## config.mk

```make
export PLATFORM = sky130hd
export DESIGN_NAME = multiplexer_nto1_stream
export DESIGN_NICKNAME = d
export VERILOG_FILES = /design/src/rtl/multiplexer_nto1_stream_pkg.sv /design/src/rtl/multiplexer_nto1_stream_rr_arbiter.sv /design/src/rtl/multiplexer_nto1_stream.sv
export SDC_FILE = /design/constraint.sdc
export NUM_CORES = 1
export LEC_CHECK = 0
export BUFFER_PORTS_ARGS = -buffer_cell sky130_fd_sc_hd__buf_2
export CAP_MARGIN = 20
export CORE_UTILIZATION = 52
export CTS_CLUSTER_DIAMETER = 100
export DETAILED_ROUTE_END_ITERATION = 7
export HOLD_SLACK_MARGIN = 0.02
export PLACE_DENSITY_LB_ADDON = 0.12
export SYNTH_ARGS = -nofsm -noshare
export SYNTH_HDL_FRONTEND = slang
export SYNTH_HIERARCHICAL = 1
export SYNTH_SLANG_ARGS = --single-unit
```

## constraint.sdc

```tcl
create_clock -name clk -period 3.85 [get_ports clk]
set_input_delay 0.77 -clock clk [delete_from_list [all_inputs] [get_ports clk]]
set_output_delay 0.77 -clock clk [all_outputs]
set_load 0.005 [all_outputs]
```

## src/rtl/multiplexer_nto1_stream_pkg.sv

```systemverilog
// Shared definitions for the N:1 registered stream multiplexer:
// mode encoding, default sizing and a pointer-wrap helper.
package multiplexer_nto1_stream_pkg;

  typedef enum logic {
    MODE_FIXED = 1'b0,
    MODE_SCAN  = 1'b1
  } mode_e;

  localparam int unsigned DEFAULT_WIDTH    = 5;
  localparam int unsigned DEFAULT_CHANNELS = 4;
  localparam int unsigned DEFAULT_SEL_W    = 2;

  // Index after idx in a ring of n channels.
  function automatic int unsigned wrap_inc(input int unsigned idx, input int unsigned n);
    return (idx >= n - 1) ? 0 : idx + 1;
  endfunction

endpackage

```

## src/rtl/multiplexer_nto1_stream_rr_arbiter.sv

```systemverilog
// Combinational round-robin arbiter: grants the first requester found when
// searching from ptr upward, wrapping modulo CHANNELS.
module rr_arbiter #(
  parameter int unsigned CHANNELS = 4,
  parameter int unsigned SEL_W    = 2
) (
  input  logic [CHANNELS-1:0] req,
  input  logic [SEL_W-1:0]    ptr,
  input  logic                en,
  output logic [CHANNELS-1:0] grant,
  output logic [SEL_W-1:0]    grant_idx,
  output logic                any_grant
);

  always_comb begin
    int unsigned c;
    grant     = '0;
    grant_idx = '0;
    any_grant = 1'b0;
    c         = 0;
    if (en) begin
      for (int unsigned k = 0; k < CHANNELS; k++) begin
        c = (int'(ptr) + k) % CHANNELS;
        if (!any_grant && req[c]) begin
          any_grant = 1'b1;
          grant[c]  = 1'b1;
          grant_idx = SEL_W'(c);
        end
      end
    end
  end

endmodule

```

## src/rtl/multiplexer_nto1_stream.sv

```systemverilog
// Registered N:1 stream multiplexer with valid/ready on every channel.
// Fixed mode follows select; scan mode round-robins over valid channels.
module multiplexer_nto1_stream
  import multiplexer_nto1_stream_pkg::*;
#(
  parameter int unsigned WIDTH    = DEFAULT_WIDTH,
  parameter int unsigned CHANNELS = DEFAULT_CHANNELS,
  parameter int unsigned SEL_W    = DEFAULT_SEL_W
) (
  input  logic                      clk,
  input  logic                      rst_n,
  input  logic [CHANNELS*WIDTH-1:0] in_bus,
  input  logic [CHANNELS-1:0]       in_valid,
  output logic [CHANNELS-1:0]       in_ready,
  input  logic                      mode,
  input  logic [SEL_W-1:0]          select,
  output logic [WIDTH-1:0]          channel_out,
  output logic [SEL_W-1:0]          channel_id,
  output logic                      out_valid,
  input  logic                      out_ready
);

  logic [WIDTH-1:0]    r_channel_out;
  logic [SEL_W-1:0]    r_channel_id;
  logic                r_out_valid;
  logic [SEL_W-1:0]    r_rr_ptr;

  logic                w_scan;
  logic                w_load_en;
  logic [CHANNELS-1:0] w_fix_grant;
  logic [SEL_W-1:0]    w_fix_idx;
  logic                w_fix_any;
  logic [CHANNELS-1:0] w_arb_grant;
  logic [SEL_W-1:0]    w_arb_idx;
  logic                w_arb_any;
  logic [CHANNELS-1:0] w_grant;
  logic [SEL_W-1:0]    w_grant_idx;
  logic                w_any;
  logic                w_xfer;
  logic [WIDTH-1:0]    w_data;

  assign w_scan    = (mode == MODE_SCAN);
  assign w_load_en = !r_out_valid || out_ready;

  // A select value beyond CHANNELS-1 matches no channel, so nothing is granted.
  always_comb begin
    w_fix_grant = '0;
    for (int i = 0; i < int'(CHANNELS); i++) begin
      if (int'(select) == i) begin
        w_fix_grant[i] = in_valid[i];
      end
    end
  end
  assign w_fix_idx = select;
  assign w_fix_any = |w_fix_grant;

  rr_arbiter #(
    .CHANNELS (CHANNELS),
    .SEL_W    (SEL_W)
  ) u_rr_arbiter (
    .req       (in_valid),
    .ptr       (r_rr_ptr),
    .en        (w_scan),
    .grant     (w_arb_grant),
    .grant_idx (w_arb_idx),
    .any_grant (w_arb_any)
  );

  assign w_grant     = w_scan ? w_arb_grant : w_fix_grant;
  assign w_grant_idx = w_scan ? w_arb_idx   : w_fix_idx;
  assign w_any       = w_scan ? w_arb_any   : w_fix_any;

  assign in_ready = (rst_n && w_load_en) ? w_grant : '0;
  assign w_xfer   = w_load_en && w_any;

  always_comb begin
    w_data = '0;
    for (int i = 0; i < int'(CHANNELS); i++) begin
      w_data = w_data | (in_bus[i*WIDTH +: WIDTH] & {WIDTH{w_grant[i]}});
    end
  end

  always_ff @(posedge clk or negedge rst_n) begin
    if (!rst_n) begin
      r_channel_out <= '0;
      r_channel_id  <= '0;
      r_out_valid   <= 1'b0;
      r_rr_ptr      <= '0;
    end else if (w_xfer) begin
      r_channel_out <= w_data;
      r_channel_id  <= w_grant_idx;
      r_out_valid   <= 1'b1;
      if (w_scan) begin
        r_rr_ptr <= SEL_W'(wrap_inc(int'(w_grant_idx), CHANNELS));
      end
    end else if (out_ready) begin
      r_out_valid <= 1'b0;
    end
  end

  assign channel_out = r_channel_out;
  assign channel_id  = r_channel_id;
  assign out_valid   = r_out_valid;

endmodule

```

**Word-level counts from Yosys, hierarchy flattened**

Index checks and enable logic that the tools add are counted.

- $add $sub $neg: 4
- Order comparisons: 9
- Equality and inequality tests: 3
- Multiplexer cells: 45
- Bitwise gates (word level): 10
- Reduce and logical (&&, ||, !) cells: 18

Operator list:

| kind | number |
|---|---|
| two-way mux 4 bit | 9 |
| two-way mux 1 bit | 22 |
| bitwise AND 5 bit | 4 |
| bitwise OR 5 bit | 3 |
| less-than comparator 2 x 3 -> 1 bit, second input constant | 4 |
| two-way mux 2 bit | 6 |
| bitwise OR 4 bit | 3 |
| logical AND 1 bit | 9 |
| binary-select mux 1 bit (select 2 bit) | 4 |
| demux 1 bit (select 2 bit) | 4 |
| >= comparator 2 x 1 -> 1 bit, second input constant | 4 |
| adder 2 x 1 -> 2 bit, second input constant | 2 |
| adder 2 bit, second input constant | 2 |
| == test 2 bit, second input constant | 2 |
| logical NOT 1 bit | 4 |
| OR reduction 4 bit | 1 |
| == test 2 x 1 -> 1 bit, second input constant | 1 |
| >= comparator 2 bit, second input constant | 1 |
| logical NOT 2 bit | 1 |
| AND reduction 2 bit | 1 |
| nonzero test 2 bit | 1 |
| logical OR 1 bit | 1 |

- Register bits after elaboration: 10
- Input bits: 30
- Output and inout port bits: 12
- Logic and storage cells: 93

**Logic depth before layout (Yosys ltp)**

Gate-level depths: netlist of the first run.

- Word-level depth: 20
- Gate-level depth with buffers: 12
- Gate-level depth less buffers: 10

**Cells and area by module**

Netlist of the first run, hierarchy kept.

By module, submodules not included:

| module | instances | cells each | area each (um^2) | sequential area each (um^2) |
|---|---|---|---|---|
| rr_arbiter | 1 | 85 | 685.7 | 0.0 |
| multiplexer_nto1_stream | 1 | 74 | 684.4 | 250.2 |

**Least setup slack after synthesis of the first run**

Ideal clock, no wire load.

- Path kind: register -> output
- Start: reg r_rr_ptr[0]
- End: out in_ready[0]
- Arrival time: 2.323 ns
- Required time: 3.080 ns
- Path slack: 0.757 ns
- Stages on the path, launching flop included: 11
- Path buffers: 2
- Cell sequence: dfrtp_1 buf_6 inv_1 ha_1 buf_2 mux2_2 nand3_1 o2111ai_1 a32o_1 a21oi_1 nor2_1

- Longest elaborated chain between the ends: 17
- Elaborated cells on any way between the ends: 55
- Those cells by class: 3 x add/sub; 8 x order compare; 31 x mux; 3 x bitwise; 10 x reduce/logical

RTL lines:

| what | RTL line | RTL |
|---|---|---|
| start: declaration | multiplexer_nto1_stream.sv:26 | `logic [SEL_W-1:0] r_rr_ptr;` |
| start signal: assignment | multiplexer_nto1_stream.sv:94 | `r_rr_ptr <= SEL_W'(wrap_inc(int'(w_grant_idx), CHANNELS));` |
| branches (longest 14 deep; another with less-than comparator 2 x 3 -> 1 bit) | -- |  |
| two-way mux 4 bit (*) | multiplexer_nto1_stream_rr_arbiter.sv:24 | `if (!any_grant && req[c]) begin` |
| via w_arb_grant[0] | multiplexer_nto1_stream.sv:33 | `logic [CHANNELS-1:0] w_arb_grant;` |
| two-way mux 4 bit (*) | multiplexer_nto1_stream.sv:69 | `assign w_grant = w_scan ? w_arb_grant : w_fix_grant;` |
| two-way mux 4 bit (*) | multiplexer_nto1_stream.sv:73 | `assign in_ready = (rst_n && w_load_en) ? w_grant : '0;` |
| end: declaration | multiplexer_nto1_stream.sv:14 | `output logic [CHANNELS-1:0] in_ready,` |

Mark *: on every way through the listed nets, which the timed path passes. The select of a mux whose other input is x is not followed.

**Worst setup path in the final report of the first run**

- Start: reg r_rr_ptr[0]
- End: out in_ready[3]

The elaborated chain is that of the path after synthesis.

==> impl_metrics.tcl, run 1 <==
set metrics [dict create \
    cts_resized 0 \
    avgViaCountPerCell 6.37 \
    async_flop_share_pct 100 \
    synthTopCellsByCount "o21ai_0, o2111ai_1, dfrtp_1, nor2_1" \
    grt_overflow_total 0 \
    grt_pass1_vias 1261 \
    antenna_cells 0 \
    dieWidth_um 53.3 \
    ys_ff_latch 10 \
    wl_per_cell_um 15.6 \
    grt.total_usage_pct 27.2 \
    yosysMostFrequentCell "o21ai_0" \
    drive_above_1_share_pct 35.2 \
    p_leak_uw 0.000751 \
    fillCellCount 212 \
    synthTopCellsByArea "dfrtp_1, o2111ai_1, o21ai_0" \
    dp_hpwl_um 2660 \
    drtIter0Drc 70 \
    synth_fp_nets 196 \
    finalSetupTns_ns 0 \
    whs_ns 0.342 \
    wirelength_um 3570 \
    seq_area_frac_synth_pct 18.3 \
    portBuffers 41 \
    clockBufferDepth 2 \
    syn_avg_cell_area_sq_um 8.62 \
    start_util_pct 55.3 \
    r2r_slack_ns 0.89 \
    vias 1459 \
    synth_top_area_cell "dfrtp_1" \
    critPathLaunchType "register" \
    drv_cap 0 \
    synth-main-ff-cell "dfrtp_1" \
    hold_violations 0 \
    clock.fmax_mhz 284 \
    synth_area_sq_um 1370 \
    die_area_sq_um 2840 \
    io_pins 42 \
    layout_worst_path_cycle_share_pct 91.5 \
    end_kind "output pin" \
    worst_slack_ns 0.325 \
    gp_congestion 0.981 \
    synth_top_area_share_pct 18.3 \
    post-place-ws_ns 0.619 \
    synth.distinct_cells 43 \
    power_per_cell_area_nw_per_um2 552 \
    core_area_sq_um 2480 \
    worst_pin_slew_ns 0.762 \
    path_clk_slew_ns 0.07 \
    clock-root-buffer "clkbuf_4" \
    rows 18 \
    synth_edf_count 0 \
    setup_violations 0 \
    syn_to_final_growth_pct 19.2 \
    clock_sinks 10 \
    die_y_um 53.3 \
    layout.nets 237 \
    fin_skew_ns 0.0124 \
    hold_class "input port to asynchronous set/reset pin" \
    clk_latency_ns 0.27 \
    cp.arrival_ns 2.75 \
    firstDrtPassIters 4 \
    yosys_warnings 6 \
    grt_max_degree 22 \
    cp_max_fo 10 \
    setup.worst_path.class "register to output pin" \
    postCtsHoldBufs 0 \
    grt_pass1_wl_um 5680 \
    cts_tree "built" \
    rsz0062_at_grt "false" \
    synth_cells 159 \
    relSlewSlack_pct 48.5 \
    antenna_found_initial 0 \
    crit_required_ns 3.08 \
    cts.htree.levels 1 \
    cts_setup_buffers 0 \
    drc 0 \
    final_antenna_net_count 0 \
    ir_drop_uv 438 \
    run_status "completed" \
    numCtsBuffers 3 \
    fin_crit_ns 3.52 \
    report.final.slew_viol_count 0 \
]
## path summary, 6_finish.rpt
| path | startpoint | depth (start not counted) | to |
|---|---|---|---|
| max in group asynchronous | rst_n | 1 | channel_out[4] |
| worst max-delay path | r_rr_ptr[0] | 10 | in_ready[3] |
| worst min-delay path | rst_n | 1 | r_rr_ptr[0] |
| min in group clk | channel_out[1] | 1 | channel_out[1] |
| worst max register to register | r_rr_ptr[0] | 10 | channel_out[1] |
| worst min register to register | channel_out[1] | 1 | channel_out[1] |
## logic make-up (layout without fill, tap and decap cells)
| group | after synthesis | count (layout) | synth area share [%] |
|---|---|---|---|
| adder cells (fa/ha/maj) | 7 | 7 | 6.39 |
| AO/OA/AOI/OAI | 54 | 54 | 28.7 |
| flip-flops | 10 | 10 | 18.3 |
| buffers and inverters | 18 | 58 | 5.84 |
| XOR/XNOR | 1 | 1 | 0.639 |
| multiplexers | 18 | 18 | 18.6 |
| AND/OR/NAND/NOR | 51 | 51 | 21.6 |
## worst max-delay path, cell delays in order, from the launching register on
cell and delay, ns:
dfrtp_1 0.38, inv_1 0.21, ha_1 0.40, buf_4 0.22, and3_1 0.14, o311a_1 0.40
a32o_1 0.22, and2_1 0.22, nor2_1 0.13, nor2_1 0.04, buf_2 0.12
## report_power, final
group          internal [uW]  switching (uW)
sequential               150            21.2
clock                   57.4            37.5
combinational            291             345
## stage by stage
step	util [%]	area, sq um	std cells	total power (uW)
3_3_place_gp	64.4	1600	225	785
6_report	65.9	1630	229	902
2_1_floorplan	-	1370	159	626
5_1_grt	65.9	1630	229	968
3_5_place_dp	64.4	1600	225	796
4_1_cts	65.9	1630	229	895
## routing by layer
layer	vias to the layer above	share of wire (%)	GRT usage, %
met2	62	48	46.7
met5	-	0	0
met1	689	43	34.3
li1	700	-	-
met4	0	2.0	6.14
met3	8	6.6	5.75
## cell usage in the layout (no fill, tap or decap), types with 2 or more instances in the layout
master / n
nand2b_1: 3
nand3_1: 6
clkbuf_4: 3
nor4_1: 2
dfrtp_1: 10
mux2i_1: 3
buf_2: 41
a21oi_1: 3
o21ai_0: 20
a32o_1: 4
mux4_2: 2
a22oi_1: 4
nor2b_1: 7
and2_1: 7
or2_2: 4
ha_1: 7
mux2_2: 8
nor2_1: 10
inv_1: 8
buf_4: 4
nand2_1: 5
mux2_4: 2
o2111ai_1: 13
a211oi_1: 3
## area by class of cell
| class | instances | area, sq um | share of cell area [%] |
|---|---|---|---|
| flip-flops and latches | 10 | 250 | 15.3 |
| well taps | 30 | 37.5 | 2.30 |
| repair buffers | 45 | 235 | 14.4 |
| inverters | 9 | 33.8 | 2.07 |
| multi-input cells | 131 | 1040 | 63.7 |
| clock buffers | 4 | 36.3 | 2.22 |
## flip-flops by register name (all words and copies together) (netlist names)
register     flops
channel_out      5
r_rr_ptr         2
channel_id       2
out_valid        1
(Power assumes the default switching activity.)
==> inputs of run 2 (changes only) <==
- CORE_UTILIZATION: 52 -> 53
- SYNTH_HIERARCHICAL: 1 -> not set
==> run 2 against run 1 <==
Compared with the run above:
- fmax fell by 3.3%
- cell area rose by 5.4%
- non-clock buffer count unchanged
- clock-buffer cell count unchanged
- sequential power increased by 9%
- combinational power is 28% higher
- clock power grew 9.6%
- core utilization up 1.7 points
- die area up 4.9%
- via count grew 17%
- critical endpoint is now in_ready[2]
- largest power group unchanged
==> impl_metrics.tcl, run 2 <==
set metrics [dict create \
    worst_pin_slew_ns 0.882 \
    synth_area_sq_um 1470 \
    critPathLaunchType "register" \
    synth_top_area_share_pct 17.1 \
    start_util_pct 57.7 \
    yosys_warnings 0 \
    synth_fp_nets 215 \
    run_status "completed" \
    synthTopCellsByCount "a22oi_1, nor2_1, clkbuf_1" \
    wirelength_um 4630 \
    synth-xor-area-share_pct 0.597 \
    fin_skew_ns 0.00282 \
    largest_reg_flops 5 \
    hold_class "input port to asynchronous set/reset pin" \
    drc 0 \
    synth.distinct_cells 52 \
    synth_compound_area_share_pct 37.8 \
    synth_top_family_by_area "compound AO/OA/AOI/OAI gates" \
    grt_max_degree 24 \
    die_area_sq_um 2980 \
    core_area_sq_um 2540 \
    synth-main-ff-cell "dfrtp_1" \
    report.final.slew_viol_count 0 \
    synthMuxAreaShare_pct 10.7 \
    setup_violations 0 \
    io_pins 42 \
    async_flop_share_pct 100 \
    synth_edf_count 0 \
    wl_per_cell_um 19.0 \
    crit_required_ns 3.08 \
    synth_cells 179 \
    seq_area_frac_synth_pct 17.1 \
    avgViaCountPerCell 7.02 \
    final_common_cell "buf_2" \
    setup.worst_path.class "register to output pin" \
    yosysMostFrequentCell "a22oi_1" \
    fin_crit_ns 3.64 \
    dp_cells 240 \
    die_y_um 54.6 \
    cts_tree "built" \
    clockBufferDepth 2 \
    clock.fmax_mhz 274 \
    r2r_slack_ns 0.84 \
    drv_cap 0 \
    dieWidth_um 54.6 \
    cts_setup_buffers 0 \
    layout.nets 251 \
    ir_drop_uv 657 \
    dr_wl_met3_um 497 \
    layout_worst_path_cycle_share_pct 94.6 \
    grt_pass1_wl_um 7040 \
    portBuffers 41 \
    p_leak_uw 0.000738 \
    drtIter0Drc 103 \
    relSlewSlack_pct 40.4 \
    numCtsBuffers 3 \
    synth-simple-area-share_pct 22.2 \
    synthTopCellsByArea "dfrtp_1, a22oi_1, ha_1" \
    vias 1713 \
    final_cell_mix "buf_2, a22oi_1, nor2_1" \
    grt_overflow_total 0 \
    syn_avg_cell_area_sq_um 8.20 \
    clock_sinks 10 \
    syn_to_final_growth_pct 17.2 \
    path_clk_slew_ns 0.08 \
    cp.arrival_ns 2.87 \
    gp_congestion 0.898 \
    rows 18 \
    grt_pass1_vias 1432 \
    fillCellCount 213 \
    top_layer_used "met4" \
    met2_length_um 2200 \
    firstDrtPassIters 6 \
    drive_above_1_share_pct 29.4 \
    grt.total_usage_pct 33.6 \
    antenna_cells 0 \
    dp_hpwl_um 3280 \
    met1_length_um 1880 \
    layoutNonFillerInstCount 244 \
    hold_violations 0 \
    synth_top_area_cell "dfrtp_1" \
    antenna_found_initial 0 \
    rsz0062_at_grt "false" \
    finalSetupTns_ns 0 \
    clk_latency_ns 0.28 \
    clock-root-buffer "clkbuf_4" \
    ys_ff_latch 10 \
    cts.htree.levels 1 \
    power_per_cell_area_nw_per_um2 641 \
    final_antenna_net_count 0 \
    cp_max_fo 7 \
    end_kind "output pin" \
    yosys.area_share.adder_pct 5.12 \
]
-- run 2: worst paths after layout --
path | start | end | cells after the start
max | r_rr_ptr[1] | in_ready[2] | 8
min | rst_n | channel_out[0] | 1
max reg2reg | r_rr_ptr[1] | channel_out[2] | 8
min reg2reg | channel_id[0] | channel_id[0] | 2
max in group asynchronous | rst_n | out_valid | 1
min in group clk | channel_id[0] | channel_id[0] | 2
-- run 2: critical path, cell delays in order, from the launching register on --
cell	delay, ns
dfrtp_1	0.51
inv_1	0.22
ha_1	0.36
mux4_2	0.38
or3b_4	0.42
a221oi_4	0.41
nor3_1	0.08
nor2_1	0.09
buf_2	0.11
-- run 2: per-stage QoR --
stage                     utilization, %  setup slack [ns]  hold slack [ns]  power [uW]  instance area, sq um
final                               67.6             0.207            0.348        1100                  1720
after global routing                67.6            0.0686            0.371        1190                  1720
after CTS                           67.4             0.219            0.355        1090                  1710
after detailed placement            65.9             0.321            0.451         975                  1680
after global placement              65.9             0.434            0.449         954                  1680
after floorplan                        -             0.225            0.463         763                  1470
-- run 2: repair_timing --
item / 4_1_cts / 5_1_grt
gates resized for setup: 0 / 2
hold buffers: 0 / 0
endpoints found under the setup margin: 0 / 1
-- run 2: area by class of cell --
class	count	area, sq um	share of cell area (%)
Clock buffer	4	36.3	2.11
Inverter	9	33.8	1.96
Multi-Input combinational cell	146	1130	65.5
Sequential cell	10	250	14.5
Tap cell	30	37.5	2.18
Timing Repair Buffer	45	235	13.7
-- run 2: metal layers --
| layer | global-route usage (%) | up-vias |
|---|---|---|
| li1 | - | 794 |
| met1 | 47.7 | 799 |
| met2 | 51.4 | 111 |
| met3 | 5.00 | 9 |
| met4 | 10.7 | 0 |
| met5 | 0 | - |
-- run 2: cells by family after synthesis --
kind of cell | Yosys count
compound gates | 71
xor+xnor | 1
fa+ha+maj | 6
buf+inv | 23
flops | 10
mux | 10
simple gates | 58
-- run 2: power by group --
part / total, uW / switching, uW / internal (uW) / leakage [uW]
Sequential: 187 / 34.3 / 153 / 0.000115
Combinational: 812 / 464 / 348 / 0.000602
Clock: 104 / 46.8 / 57.6 / 0.0000210
